`src/rtl/isp_cfg_pkg.sv`:
```
// Shared constants for the ISP configuration sequencer:
// register map, enable bits, reset defaults and FSM states.
package isp_cfg_pkg;

  localparam int CFG_NREGS   = 16;

  localparam int REG_EN      = 0;
  localparam int REG_DPC_TH  = 1;
  localparam int REG_BLC_R   = 2;
  localparam int REG_BLC_GR  = 3;
  localparam int REG_BLC_GB  = 4;
  localparam int REG_BLC_B   = 5;
  localparam int REG_NR_LVL  = 6;
  localparam int REG_DG_GAIN = 7;
  localparam int REG_DG_OFF  = 8;
  localparam int REG_WB_R    = 9;
  localparam int REG_WB_G    = 10;
  localparam int REG_WB_B    = 11;

  localparam int EN_DPC      = 0;
  localparam int EN_BLC      = 1;
  localparam int EN_BNR      = 2;
  localparam int EN_DGAIN    = 3;
  localparam int EN_DEMOSIC  = 4;
  localparam int EN_WB       = 5;
  localparam int EN_CCM      = 6;
  localparam int EN_CSC      = 7;
  localparam int EN_GAMMA    = 8;
  localparam int EN_NR2D     = 9;
  localparam int EN_EE       = 10;
  localparam int EN_STAT_AE  = 11;
  localparam int EN_STAT_AWB = 12;

  // Gains reset to 1.0 in Q4.4
  localparam logic [15:0] GAIN_ONE = 16'h0010;

  localparam logic [15:0] CFG_DEFAULTS [CFG_NREGS] = '{
    16'h0000, 16'h0000, 16'h0000, 16'h0000,
    16'h0000, 16'h0000, 16'h0000, GAIN_ONE,
    16'h0000, GAIN_ONE, GAIN_ONE, GAIN_ONE,
    16'h0000, 16'h0000, 16'h0000, 16'h0000
  };

  typedef enum logic [1:0] {
    IDLE  = 2'd0,
    ARMED = 2'd1,
    APPLY = 2'd2
  } cfg_state_t;

endpackage

```
`src/rtl/isp_vsync_edge.sv`:
```
// Two-flop vsync rising-edge detector; an input already high
// when reset releases is reported as a rise.
module isp_vsync_edge (
  input  logic pclk,
  input  logic rst,
  input  logic in_vsync,
  output logic rise
);

  logic vs_q;
  logic vs_q2;

  always_ff @(posedge pclk) begin
    if (rst) begin
      vs_q  <= 1'b0;
      vs_q2 <= 1'b0;
    end else begin
      vs_q  <= in_vsync;
      vs_q2 <= vs_q;
    end
  end

  assign rise = vs_q & ~vs_q2;

endmodule

```
`src/rtl/isp_cfg_sequencer.sv`:
```
// Shadow/active config bank with frame-synchronous commit.
// Optional forced apply on timeout: define ISP_CFG_TIMEOUT_EN.
module isp_cfg_sequencer
  import isp_cfg_pkg::*;
#(
  parameter int DATA_BITS      = 16,
  parameter int NREGS          = 16,
  parameter int ADDR_BITS      = 5,
  parameter int TIMEOUT_CYCLES = 1 << 20
) (
  input  logic                       pclk,
  input  logic                       rst,
  input  logic                       in_vsync,
  input  logic                       cfg_wr,
  input  logic                       cfg_rd,
  input  logic [ADDR_BITS-1:0]       cfg_addr,
  input  logic [DATA_BITS-1:0]       cfg_wdata,
  output logic [DATA_BITS-1:0]       cfg_rdata,
  output logic                       cfg_ack,
  input  logic                       commit_req,
  output logic                       commit_busy,
  output logic                       commit_done,
  output logic [NREGS*DATA_BITS-1:0] act_regs,
  output logic [15:0]                frame_cnt,
  output logic                       timeout_err
);

  localparam int IDX_BITS = $clog2(NREGS);

  logic [DATA_BITS-1:0] shadow [NREGS];
  logic [DATA_BITS-1:0] act    [NREGS];
  cfg_state_t           state;
  logic                 rise;
  logic [IDX_BITS-1:0]  idx;
  logic                 act_sel;

  assign idx     = cfg_addr[IDX_BITS-1:0];
  assign act_sel = cfg_addr[ADDR_BITS-1];

  isp_vsync_edge u_edge (
    .pclk     (pclk),
    .rst      (rst),
    .in_vsync (in_vsync),
    .rise     (rise)
  );

`ifdef ISP_CFG_TIMEOUT_EN
  logic [23:0] to_cnt;
  logic        to_hit;

  assign to_hit = (to_cnt == 24'(TIMEOUT_CYCLES - 1));
`endif

  always_ff @(posedge pclk) begin
    if (rst) begin
      state       <= IDLE;
      commit_done <= 1'b0;
      cfg_ack     <= 1'b0;
      cfg_rdata   <= '0;
      frame_cnt   <= '0;
`ifdef ISP_CFG_TIMEOUT_EN
      to_cnt      <= '0;
      timeout_err <= 1'b0;
`endif
      for (int i = 0; i < NREGS; i++) begin
        shadow[i] <= DATA_BITS'(CFG_DEFAULTS[i]);
        act[i]    <= DATA_BITS'(CFG_DEFAULTS[i]);
      end
    end else begin
      cfg_ack     <= cfg_wr | cfg_rd;
      cfg_rdata   <= '0;
      commit_done <= 1'b0;

      // Active-bank writes are acked but dropped
      if (cfg_wr) begin
        if (!act_sel) shadow[idx] <= cfg_wdata;
      end else if (cfg_rd) begin
        cfg_rdata <= act_sel ? act[idx] : shadow[idx];
      end

      if (rise) frame_cnt <= frame_cnt + 16'd1;

      unique case (state)
        IDLE: begin
          if (commit_req) begin
            state <= ARMED;
`ifdef ISP_CFG_TIMEOUT_EN
            to_cnt      <= '0;
            timeout_err <= 1'b0;
`endif
          end
        end
        ARMED: begin
          if (rise) begin
            state <= APPLY;
`ifdef ISP_CFG_TIMEOUT_EN
          end else if (to_hit) begin
            state       <= APPLY;
            timeout_err <= 1'b1;
          end else begin
            to_cnt <= to_cnt + 24'd1;
`endif
          end
        end
        APPLY: begin
          // Copy sees pre-write shadow values of this cycle
          for (int i = 0; i < NREGS; i++) act[i] <= shadow[i];
          commit_done <= 1'b1;
          state       <= commit_req ? ARMED : IDLE;
`ifdef ISP_CFG_TIMEOUT_EN
          to_cnt      <= '0;
`endif
        end
        default: state <= IDLE;
      endcase
    end
  end

`ifndef ISP_CFG_TIMEOUT_EN
  assign timeout_err = 1'b0;
`endif

  assign commit_busy = (state == ARMED);

  for (genvar g = 0; g < NREGS; g++) begin : g_flat
    assign act_regs[g*DATA_BITS +: DATA_BITS] = act[g];
  end

endmodule

```
`config.mk`:
```
export PLATFORM = sky130hd
export DESIGN_NAME = isp_cfg_sequencer
export DESIGN_NICKNAME = d
export VERILOG_FILES = /design/src/rtl/isp_cfg_pkg.sv /design/src/rtl/isp_vsync_edge.sv /design/src/rtl/isp_cfg_sequencer.sv
export SDC_FILE = /design/constraint.sdc
export NUM_CORES = 1
export LEC_CHECK = 0
export ABC_CLOCK_PERIOD_IN_PS = 25500
export CAP_MARGIN = 15
export CORE_MARGIN = 5
export CORE_UTILIZATION = 40
export CTS_CLUSTER_DIAMETER = 120
export DETAILED_ROUTE_END_ITERATION = 6
export SLEW_MARGIN = 10
export SYNTH_ARGS = -nofsm -noshare
export SYNTH_HDL_FRONTEND = slang
export SYNTH_SLANG_ARGS = --single-unit
```
`constraint.sdc`:
```
create_clock -name pclk -period 25.5 [get_ports pclk]
set_input_delay 6.375 -clock pclk [delete_from_list [all_inputs] [get_ports pclk]]
set_output_delay 6.375 -clock pclk [all_outputs]
set_load 0.02 [all_outputs]
```
After elaboration in Yosys (flattened, before gate mapping)
Memories as Yosys holds them, arrays and structs flattened. Index checks and enable logic that the tools add are counted.

Bits in registers: 38. Input port bits: 27. Memories kept: 2. Memory bits (writable): 512. Logic and storage cells: 71. Output and inout port bits: 292.

Bitwise operators: 20. Equality and inequality tests: 4. $add $sub $neg: 1. Multiplexer cells: 33. Reductions and logical operators: 4.

Memory list: act (words 16, width 16, read ports 17, clocked after memory_dff 0, write ports 16, line isp_cfg_sequencer.sv:31) `logic [DATA_BITS-1:0] act [NREGS];`; shadow (words 16, width 16, read ports 17, clocked after memory_dff 0, write ports 16, line isp_cfg_sequencer.sv:30) `logic [DATA_BITS-1:0] shadow [NREGS];`.

Operators by type and width (count): two-way mux 16 bit (18); bitwise OR 1 bit (17); adder 16 x 1 -> 16 bit (second input constant) (1); OR reduction 16 bit (1); two-way mux 1 bit (11); case mux 2 bit (3 select lines) (1); two-way mux 2 bit (2); two-way mux 4 bit (1); OR reduction 3 bit (1); == test 2 x 1 -> 1 bit (second input constant) (1); == test 2 bit (second input constant) (1); logical NOT 2 bit (1); inequality test 2 x 1 -> 1 bit (second input constant) (1); inequality test 2 bit (second input constant) (1); inverter 1 bit (2); AND reduction 2 bit (1); bitwise AND 1 bit (1).

Logic depth before layout (Yosys ltp)
Gate-level depths: netlist of run 1.

Word-level depth: 6. Depth in mapped cells: 8. Gate-level depth less buffers: 5.

Cells and area by module
Synthesis of run 1 repeated with hierarchy kept, for this count alone.

Cell total of the unflattened synthesis: 1613. Area total of the unflattened synthesis: 24798.8 sq um.

Modules (own cells, without submodules): isp_cfg_sequencer (times used 1, cells an instance 1608, area an instance 24737.5 sq um, seq. area each 16095.4 sq um); isp_vsync_edge (times used 1, cells an instance 5, area an instance 61.3 sq um, seq. area each 40.0 sq um).

Worst setup path before layout of run 1
OpenSTA, ideal clock, no wires.

Path type: input -> register. Start: in rst. End: mem act[0][0], enable pin. Path buffers: 3. Path slack: 11.520 ns. Arrival time: 13.317 ns. Required time: 24.836 ns. Stages on the path: 4. Library setup time: 0.664 ns. Cell sequence: clkbuf_1 -> clkbuf_1 -> clkbuf_1 -> nand2b_1.

RTL lines: start, declared (line isp_cfg_sequencer.sv:12) `input logic rst,`; end, declared (line isp_cfg_sequencer.sv:31).

==> metrics, run 1 <==
status=completed; crit path from=cfg_addr[1]; pin count of the biggest net entering global routing=181; Worst-Skew Late Latency=between 0.6 and 0.7 ns; Final Max Slew Viols=0; GRT overflow=0; DR pass1 iterations=5; Post-Route Setup TNS=0 ns; root buffer cell=clkbuf_16; post-cts sizing count=0; crit path launch type=input port; largest delay contributor family on the critical path=simple AND/OR/NAND/NOR gates; reg-to-reg setup timing slack=between 20 and 25 ns; total of max-cap violations=0; hpwl dp=approximately 53 mm; Slew HR=0.05069; worst path cell trace=clkbuf_8 > buf_4 > and4bb_2 > nand2_1 > nor3_2 > or2_2; vias in the first global route=between 15000 and 20000; core area=approximately 0.061 mm^2; CTS Buf Count=58; antenna violations before repair=0; Setup crit end=shadow[3][1]$_SDFFCE_PN0P_; CTS Buffer Depth=3; min cycle time layout=around 9.4 ns; Synth Net Count=about 1600; DR iter-0 viols=approximately 1500; DRT Wirelength=75.89 mm; Lkg Pwr=10.64 nW; CTS tree=built; RSZ-0062 raised after global routing=no; Synth area leader=edfxtp_1; Hold Crit Class=reg -> reg; worst slew pin tran=roughly 1.4 ns; Tcrit/Tclk final=0.3689; WP depth=6; power density over the cells=about 69 mW/mm^2; CTS Hold Bufs=0; Critical Path RT=~26 ns; post-route total power=~2.1 mW; ys flop type=edfxtp_1; CTS clk-pin slew, worst paths=about 0.060 ns; vias=14910; first-pass GRT wire length=~110 mm; I/O pin cnt=roughly 320; row count=91; CP Capture Type=flop; Yosys cell types=46; DR WL/cell=approximately 28 um; synthesized flop and latch total=550; Final GP Congestion=about 0.85; CP Buf/Inv Count=2; Critical Path AT=slightly below 10 ns; Die H=between 200 and 300 um; chip width=around 260 um; top cells by area, synth=edfxtp_1 63%, and2_1 10%, mux4_2 8.8%; utilization after layout=0.4935; RR Startpoint=state[0]$_SDFFE_PP0P_; layout cells sized above 1=0.1468; Final Net Count=1921; Final Skew=0.03124 ns; worst flop-to-flop path endpoint=act[11][15]$_SDFFCE_PP0P_; Starting Density=0.4015; Synth Instances=roughly 1600; routed vias/inst=around 5.5; Post-synth EDFFs=a little over 500; H-tree lvl count=2; synthesized area per cell=roughly 15 um^2; DR DRC count=0; area of the mapped netlist=about 0.025 mm^2; most common cell after layout, fill and taps aside=edfxtp_1; GRT Overall Usage=0.2216; area grow syn2layout=22.91%; Detail Route Antenna Nets=0; Die Area=0.06654 mm^2; CP Class=in -> reg; Setup violations, final=0; max incr delay on CP=0.76 ns; yosys warns=0; Worst path slowest cell=nor3_2; Sink Count=between 500 and 600; setup repair bufs after CTS=0; crit path max fanout=96; count of input and output buffers=roughly 320; commonest cells after routing, fill and taps aside=512 x edfxtp_1, 411 x and2_1, 312 x clkdlybuf4s50_1; ys async rst share=0; f_max=around 110 MHz; share of the synthesized area in the top cell type=0.6252; Seq/Total Area, Yosys=0.6561; Reg2Reg Depth=3; final hold viol count=0; worst vdd ir=0.00004882 V
-- routing by layer --
layer / part of all wire / track usage / up-vias
li1: - / - / 6504
met5: 0 / 0 / -
met3: 0.088 / 0.05465 / 80
met4: 0.018 / 0.04465 / 0
met2: 0.48 / 0.3633 / 655
met1: 0.41 / 0.3047 / 7670
-- flip-flops by register name, indices dropped and copies added (netlist names) --
register,count
u_edge.vs_q,1
shadow,256
cfg_rdata,16
u_edge.vs_q2,1
cfg_ack,1
frame_cnt,16
act,256
commit_done,1
state,2
-- Yosys cell counts (7+ instances only) --
cell,count
and2_1,411
nand2_1,40
a21oi_1,11
or3_1,10
xor2_1,7
buf_4,8
mux2i_1,65
and3_1,18
nand3_1,9
mux4_2,96
clkbuf_1,81
o221a_2,16
o211ai_1,26
mux2_2,32
edfxtp_1,512
dfxtp_1,38
a221oi_1,10
buf_2,23
nor2b_1,99
nand2b_1,7
nor2_1,27
or2_2,19
-- worst min path at each step --
stage                                       to                        from  depth (start not counted)
floorplan              u_edge.vs_q2$_SDFF_PP0_      u_edge.vs_q$_SDFF_PP0_                          1
global placement    frame_cnt[15]$_SDFFE_PP0P_  frame_cnt[15]$_SDFFE_PP0P_                          2
detailed placement  frame_cnt[15]$_SDFFE_PP0P_  frame_cnt[15]$_SDFFE_PP0P_                          2
CTS                 frame_cnt[15]$_SDFFE_PP0P_  frame_cnt[15]$_SDFFE_PP0P_                          2
global route        frame_cnt[15]$_SDFFE_PP0P_  frame_cnt[15]$_SDFFE_PP0P_                          2
finish              frame_cnt[15]$_SDFFE_PP0P_  frame_cnt[15]$_SDFFE_PP0P_                          2
-- cell type report --
class	count	area, um^2
Inverter	1	3.754
Antenna cell	3	7.507
Sequential cell	550	16140
Clock inverter	36	300.3
Multi-Input combinational cell	945	7950
Timing Repair Buffer	337	3339
Tap cell	790	988.4
Clock buffer	72	1504
Fill cell	5223	31030
-- worst register-to-register path, stage by stage (launching register included) --
cell      delay [ns]
dfxtp_1         0.31
nand2b_1        0.31
nand2b_4        0.84
buf_12          0.54
-- power breakdown --
group | internal [mW] | switching (mW) | total [mW]
clock network | 0.450 | 0.361 | 0.811
registers | 1.03 | 0.0343 | 1.07
logic | 0.0848 | 0.118 | 0.202
-- metrics by stage --
stage	hold WS, ns	worst slack [ns]	cell area (um^2)	cells
6_report	0.4917	16.09	30230	2734
4_1_cts	0.5021	16.13	30220	2731
3_3_place_gp	0.4740	15.57	28390	2622
3_5_place_dp	0.4936	15.47	28420	2623
2_1_floorplan	0.4912	11.52	24590	1616
5_1_grt	0.5316	15.90	30220	2731
-- logic make-up after synthesis --
group,after synthesis,share of synthesized area
mux,193,0.1290
xor+xnor,10,0.003561
simple gates,665,0.1644
compound gates,75,0.02447
fa+ha+maj,1,0.0005087
flops,550,0.6561
buf+inv,121,0.02177
other cells,1,0.0001525
Note: power is estimated with default switching activity, not from simulation.
==> run 2: changes to the inputs <==
- ABC_CLOCK_PERIOD_IN_PS: 25500 -> 8600
- clock period: 25.5 -> 8.6 ns (I/O delays scaled with it)
==> metrics, run 2 (synthesized netlist as in run 1, its figures left out) <==
min cycle time layout=approximately 4.6 ns; Die Area=0.06654 mm^2 (unchanged); vias=15220 (+2.1%); status=completed; core area=0.06126 mm^2 (unchanged); worst slew pin tran=1.217 ns (-0.2070 ns); CP Capture Type=flop; Sink Count=550 (unchanged); chip width=258.0 um (unchanged); total of max-cap violations=0 (unchanged); RR Startpoint=state[0]$_SDFFE_PP0P_; Final Net Count=1927 (+0.31%); Setup violations, final=0 (unchanged); Worst path slowest cell=nor2_1; worst path cell trace=clkdlybuf4s50_1 > buf_4 > nor4b_2 > nand2_1 > nor2_1 > or2_2; ant diodes=0 (-3); most common cell after layout, fill and taps aside=edfxtp_1; Post-Route Setup TNS=0 ns (unchanged); crit path from=cfg_addr[4]; pin count of the biggest net entering global routing=138 (-24%); area grow syn2layout=23.23%; Tcrit/Tclk final=0.5377; DP Worst Slack=3.425 ns (-12.05 ns); hold_ws=0.5044 ns (+0.01263 ns); CTS clk-pin slew, worst paths=0.06 ns (about the same); hpwl dp=52.99 mm (+0.79%); Critical Path AT=4.90 ns (-4.77 ns); reg-to-reg setup timing slack=6.08 ns (-16.47 ns); GRT overflow=0 (unchanged); max incr delay on CP=0.91 ns (+0.15 ns); post-cts sizing count=0 (unchanged); CP Class=in -> reg; root buffer cell=clkbuf_16; f_max=~220 MHz; routed vias/inst=5.553 (+1.8%); worst vdd ir=0.0001700 V (+250%); Starting Density=0.4015 (unchanged); final hold viol count=0 (unchanged); setup repair bufs after CTS=0 (unchanged); Die H=258.0 um (unchanged); CTS tree=built; Largest regs=act x256, shadow x256; Final GP Congestion=0.8642 (+2.1%); Final WS setup=3.975 ns (-12.12 ns); CTS Hold Bufs=0 (unchanged); GRT Overall Usage=0.2287 (+0.007143); HP Start=frame_cnt[15]$_SDFFE_PP0P_; Non-Filler Instances=2740 (+0.22%); RSZ-0062 raised after global routing=no; vias in the first global route=15460 (+2.1%); power density over the cells=204.6 mW/mm^2 (+200%); layout cells sized above 1=0.1482 (+0.001374); CTS Buffer Depth=3 (unchanged); DR pass1 iterations=5 (unchanged); Detail Route Antenna Nets=0 (unchanged); Final Skew=0.02170 ns (-0.009545 ns); Worst-Skew Late Latency=0.63 ns (about the same); DR WL/cell=28.57 um (+2.9%); I/O pin cnt=319 (unchanged); DRT Wirelength=78.27 mm (+3.1%); Hold Crit Class=reg -> reg; dpl cells=2627 (+0.15%); Slew HR=0.1869 (+0.1362); H-tree lvl count=2 (unchanged); crit path launch type=input port; first-pass GRT wire length=112.0 mm (+3.3%); # fillers=5208 (-0.29%); Critical Path RT=8.87 ns (-16.89 ns); Final Max Slew Viols=0 (unchanged); commonest cells after routing, fill and taps aside=512 x edfxtp_1, 411 x and2_1, 312 x clkdlybuf4s50_1; crit path max fanout=34 (-65%); row count=91 (unchanged); antenna violations before repair=4 (+4); Lkg Pwr=10.69 nW (+0.46%); count of input and output buffers=317 (unchanged); DR iter-0 viols=1952 (+33%); CTS Buf Count=59 (+1.7%); DR DRC count=0 (unchanged)
run 2: path summary, 6_finish.rpt:
| path | endpoint | cells after the start |
|---|---|---|
| setup / recovery | shadow[13][6]$_SDFFCE_PN0P_ | 6 |
| hold / removal | frame_cnt[15]$_SDFFE_PP0P_ | 2 |
| setup reg to reg | act[10][6]$_SDFFCE_PP0P_ | 3 |
| hold reg to reg | frame_cnt[15]$_SDFFE_PP0P_ | 2 |
run 2: per-stage QoR:
step	instance area, um^2	total power [mW]	utilization
global route	30310	6.379	0.4948
global placement	28460	3.826	0.4647
detailed placement	28460	3.827	0.4647
CTS	30280	6.231	0.4943
floorplan	24600	3.510	-
finish	30310	6.201	0.4948
run 2: power by group:
group          leakage (nW)  internal [mW]  switching (mW)
Combinational          4.42          0.252           0.360
Sequential             5.38           3.06          0.0968
Clock                 0.890           1.36            1.07
run 2: area by class of cell:
type | count | area [um^2] | area share
Tap cell | 790 | 988.4 | 0.03261
Clock inverter | 35 | 231.5 | 0.007637
Inverter | 1 | 3.754 | 0.0001238
Timing Repair Buffer | 342 | 3397 | 0.1121
Multi-Input combinational cell | 945 | 7966 | 0.2628
Sequential cell | 550 | 16140 | 0.5324
Clock buffer | 77 | 1585 | 0.05231
run 2: critical path: cells and delay by family:
kind,cells,cell delay (ns)
and+or+nand+nor,4,2.01
buffers and inverters,2,0.69
run 2: routing by layer:
| layer | vias to the layer above | part of all wire | wire [um] | track usage |
|---|---|---|---|---|
| met4 | 2 | 0.024 | 1841 | 0.05458 |
| met3 | 90 | 0.088 | 6871 | 0.05289 |
| met5 | - | 0.00017 | 13 | 0 |
| li1 | 6526 | - | - | - |
| met1 | 7837 | 0.41 | 31910 | 0.3155 |
| met2 | 760 | 0.48 | 37640 | 0.3723 |
